==> config.mk <==
export PLATFORM = sky130hd
export DESIGN_NAME = serial_adder
export DESIGN_NICKNAME = d
export VERILOG_FILES = /design/src/rtl/serial_adder.sv
export SDC_FILE = /design/constraint.sdc
export NUM_CORES = 1
export LEC_CHECK = 0
export CAP_MARGIN = 0
export CORE_MARGIN = 2
export CORE_UTILIZATION = 48
export CTS_BUF_LIST = sky130_fd_sc_hd__clkbuf_4
export CTS_CLUSTER_SIZE = 10
export DETAILED_ROUTE_END_ITERATION = 8
export HOLD_SLACK_MARGIN = 0.06
export MAX_ROUTING_LAYER = met4
export PLACE_DENSITY = 0.78
export SYNTH_ARGS = -nofsm -noshare
export SYNTH_HDL_FRONTEND = slang
export SYNTH_SLANG_ARGS = --single-unit
==> constraint.sdc <==
create_clock -name clk -period 1.34 [get_ports clk]
set_clock_uncertainty 0.05 [all_clocks]
set_input_delay 0.402 -clock clk [delete_from_list [all_inputs] [get_ports clk]]
set_output_delay 0.402 -clock clk [all_outputs]
set_load 0.01 [all_outputs]
==> src/rtl/serial_adder.sv <==
// serial_adder: bit-serial WIDTH-bit adder, LSB first, one bit per clock.
// Each bit is produced by one full-adder slice, built from two half-adder
// stages plus an OR. A carry flip-flop links successive bit positions.
//
// Ports:
//   clk          rising-edge clock
//   rst_n        asynchronous active-low reset
//   start        request pulse, sampled only in IDLE
//   a, b, cin    operands and carry-in, captured on an accepted start
//   busy         high while bits are being processed (state RUN)
//   done         one-cycle pulse when sum/cout take a new value
//   sum, cout    registered result, held until the next done
//   dbg_state_o  current FSM state (0=IDLE, 1=RUN, 2=DONE)
//
// Handshake: start is accepted only on a rising edge where the FSM is in
// IDLE, i.e. busy=0 and done=0 in the preceding cycle. A start seen in RUN
// or DONE is dropped, not queued. done marks the single cycle in which a new
// {cout,sum} is first visible. The result is {cout,sum} = a + b + cin.
module serial_adder #(
  parameter int WIDTH = 8
) (
  input  logic             clk,
  input  logic             rst_n,
  input  logic             start,
  input  logic [WIDTH-1:0] a,
  input  logic [WIDTH-1:0] b,
  input  logic             cin,
  output logic             busy,
  output logic             done,
  output logic [WIDTH-1:0] sum,
  output logic             cout,
  output logic [1:0]       dbg_state_o
);

  localparam int CNT_W = (WIDTH > 1) ? $clog2(WIDTH) : 1;

  typedef enum logic [1:0] {
    IDLE = 2'd0,
    RUN  = 2'd1,
    DONE = 2'd2
  } state_t;

  state_t           state_q;
  logic [WIDTH-1:0] sh_a_q;
  logic [WIDTH-1:0] sh_b_q;
  logic [WIDTH-1:0] acc_q;
  logic [WIDTH-1:0] sum_q;
  logic             cff_q;
  logic             cout_q;
  logic [CNT_W-1:0] cnt_q;

  // Full-adder slice: two cascaded half adders, carries merged by an OR.
  logic             ha1_sum;
  logic             ha1_carry;
  logic             ha2_sum;
  logic             ha2_carry;
  logic             bit_carry_d;
  logic [WIDTH-1:0] acc_d;

  always_comb begin
    ha1_sum     = sh_a_q[0] ^ sh_b_q[0];
    ha1_carry   = sh_a_q[0] & sh_b_q[0];
    ha2_sum     = ha1_sum ^ cff_q;
    ha2_carry   = ha1_sum & cff_q;
    bit_carry_d = ha1_carry | ha2_carry;
    // New bit enters at the MSB; after WIDTH shifts bit 0 holds the LSB.
    acc_d       = {ha2_sum, acc_q[WIDTH-1:1]};
  end

  always_ff @(posedge clk or negedge rst_n) begin
    if (!rst_n) begin
      state_q <= IDLE;
      sh_a_q  <= '0;
      sh_b_q  <= '0;
      acc_q   <= '0;
      sum_q   <= '0;
      cff_q   <= 1'b0;
      cout_q  <= 1'b0;
      cnt_q   <= '0;
    end else begin
      case (state_q)
        IDLE: begin
          if (start) begin
            sh_a_q  <= a;
            sh_b_q  <= b;
            cff_q   <= cin;
            acc_q   <= '0;
            cnt_q   <= '0;
            state_q <= RUN;
          end
        end
        RUN: begin
          acc_q  <= acc_d;
          sh_a_q <= {1'b0, sh_a_q[WIDTH-1:1]};
          sh_b_q <= {1'b0, sh_b_q[WIDTH-1:1]};
          cff_q  <= bit_carry_d;
          cnt_q  <= cnt_q + CNT_W'(1);
          // Last bit: publish the whole result at once, never a partial one.
          if (cnt_q == CNT_W'(WIDTH - 1)) begin
            sum_q   <= acc_d;
            cout_q  <= bit_carry_d;
            state_q <= DONE;
          end
        end
        DONE: begin
          state_q <= IDLE;
        end
        default: begin
          state_q <= IDLE;
        end
      endcase
    end
  end

  assign busy        = (state_q == RUN);
  assign done        = (state_q == DONE);
  assign sum         = sum_q;
  assign cout        = cout_q;
  assign dbg_state_o = state_q;

endmodule

==> impl_metrics.toml <==
[critical_path]
cp_data_required_time_ps = 890
cp-start-kind = "register"
arrival_ps = 1150
end_kind = "output port"
crit_fanout = 3
critPathKind = "reg2out"

[timing]
hold_violations = 0
setup_violations = 34
period_needed_ps = 1610
fin_ws_ps = -266
final_max_slew_viol_count = 0
max-slew-margin-rel_pct = 75.9
finalCritPeriodShare_pct = 120
rsz0062_at_grt = "true"
fmax_mhz = 623
tightestPinTransition_ps = 361
setup_tns_ps = -2490

[yosys]
synthTopCellsByArea = "dfrtp_1 55%, nor3_1 10%, mux2_4 7.8%"
ys_seq_area_share_pct = 55.2
synthFlopType = "dfrtp_1"
postSynthAreaPerCell_um2 = 11.6
syn_inst = 148
synth_common_cells = "38 x dfrtp_1, 36 x nor3_1, 15 x o22ai_1"
synth_edf_count = 0
synth_top_area_cell = "dfrtp_1"
netlist_area_mm2 = 0.00172
syn_nets = 171
yosysTopAreaCellShare_pct = 55.2
yosysWarnings = 0
synth_seq_cells = 38
yosysMostFrequentCell = "dfrtp_1"
synth_cell_types = 24
async_reset_ff_share_pct = 100

[layout]
finalCoreUtilization_pct = 72.9
fillers = 222
final-seq-area_um2 = 953
nets = 238
antenna_cells = 0
syn2layout_area_growth_pct = 43.3
multi_input_area_um2 = 761
layout-drive-gt1-share_pct = 38.9

[place]
port_buffers = 32
place.gp.congestion = 0.790
hpwl_um = 2410

[global_route]
antenna_found_initial = 0
grt_first_pass_wirelength_um = 6930
grtUsageTotal_pct = 23.1
overflow = 0
grt_start_max_net_pins = 39
grt_pass1_vias = 1492

[worst_hold_path]
hp-class = "reg2reg"

[outcome]
run_status = "complete, but fails checks"
violations = "setup timing"

[pwr]
powerDensity_mw_per_mm2 = 2170
ir_drop_v = 0.000936
p_leak_nw = 1.11

[clock_network]
clk_pin_slew_worst_paths_ps = 100
worstSkewPairLatency_ps = 360
numCtsBuffers = 5
cts_buffer_depth = 2
root_buffer = "clkbuf_4"
cts.htree.levels = 2
cts.sink_count = 38
tritoncts = "done"

[floorplan]
initial_core_util_pct = 50.9
pin_count = 33
core_mm2 = 0.00339
die_w_um = 63.9
dieHeight_um = 63.9
rows = 21
die_area_mm2 = 0.00409

[route]
first_iter_violations = 76
route.vias.total = 1458
viasPerCell = 5.56
drtAntennaViolNets = 0
routed_wl_um = 4060
wl_per_cell_um = 15.5
first_pass_iters = 4
route.detailed.drc = 0

[flow_run]
cap_violations = 0
## placed cells by master (no fill, tap or decap), types with 2 or more instances in the layout
cell,Yosys,layout
buf_12,0,3
inv_1,2,2
dfrtp_1,38,36
a22o_1,9,9
buf_6,2,8
clkbuf_4,0,8
nand2_8,1,2
buf_4,3,31
nand2_1,3,3
mux2_4,9,9
o32ai_2,0,2
nor2_1,5,4
o22ai_1,15,15
clkdlybuf4s50_1,0,18
nor3_1,36,34
dfrtp_2,0,2
nor3_2,0,2
buf_2,5,10
o21ai_0,5,4
## final cells by class
| class | count | area share [%] |
|---|---|---|
| repair buffers | 71 | 25.2 |
| well taps | 46 | 2.33 |
| clock buffers | 8 | 2.43 |
| multi-input cells | 96 | 30.8 |
| inverters | 3 | 0.658 |
| flip-flops and latches | 38 | 38.6 |
## logic make-up after synthesis
kind of cell | after synthesis | share of synthesized area [%]
AOI/OAI and AO/OA | 34 | 13.7
adders and majority gates | 3 | 2.61
buffers and inverters | 15 | 5.44
DFF | 38 | 55.2
muxes | 9 | 7.84
and+or+nand+nor | 49 | 15.2
## timing repair
item | in CTS | in global routing
gates resized for setup | 74 | 5
gates cloned | 2 | 0
buffers inserted | 16 | 7
endpoints found under the setup margin | 36 | 50
pin swaps | 4 | 2
hold buffers | 1 | 0
hold endpoints to repair | 38 | 0
## state kept, by name, summed over array words and instances, names as in the netlist
register	count
sh_b_q	8
cout	1
sum	8
cff_q	1
cnt_q	3
acc_q	7
dbg_state_o	2
sh_a_q	8
## worst max-delay path, stage by stage (launching register included)
cell      delay [ps]
dfrtp_2          440
buf_6            130
nand2b_4          80
inv_6             40
buf_6            110
## per-layer routing
| metal | track usage [%] | wire, µm |
|---|---|---|
| met2 | 35.7 | 2010 |
| met4 | 13.3 | 85 |
| met1 | 28.2 | 1770 |
| met5 | - | 0 |
| met3 | 4.75 | 190 |
## power by group
part           total, W  internal [W]  switching [W]
combinational   0.00268       0.00152        0.00116
sequential      0.00205       0.00166       0.000382
clock          0.000633      0.000270       0.000364
total           0.00536       0.00345        0.00191
## path summary, 6_finish.rpt
path                                            startpoint                         end  slack (ps)  cells after the start
worst max register to register  dbg_state_o[0]$_DFFE_PN0P_       sh_a_q[0]$_DFFE_PN0P_        -160                      5
worst min-delay path                    sum[4]$_DFFE_PN0P_          sum[4]$_DFFE_PN0P_         470                      1
max in group asynchronous                            rst_n  dbg_state_o[0]$_DFFE_PN0P_         560                      3
worst max-delay path            dbg_state_o[0]$_DFFE_PN0P_                        busy        -270                      4
worst min register to register          sum[4]$_DFFE_PN0P_          sum[4]$_DFFE_PN0P_         470                      1
min in group asynchronous                            rst_n        cnt_q[2]$_DFFE_PN0P_         480                      3
## stage by stage
stage                     instance area, µm²  hold slack (ps)  instances  setup WS (ps)  power (W)
after global routing                    2470              484        262           -306    0.00572
after CTS                               2420              469        257           -254    0.00525
after floorplan                         1750             56.4        148          -9.07    0.00345
after detailed placement                2180              332        230           -390    0.00424
final                                   2470              468        262           -266    0.00536
after global placement                  2180              327        230           -321    0.00412
(Power assumes the default switching activity.)
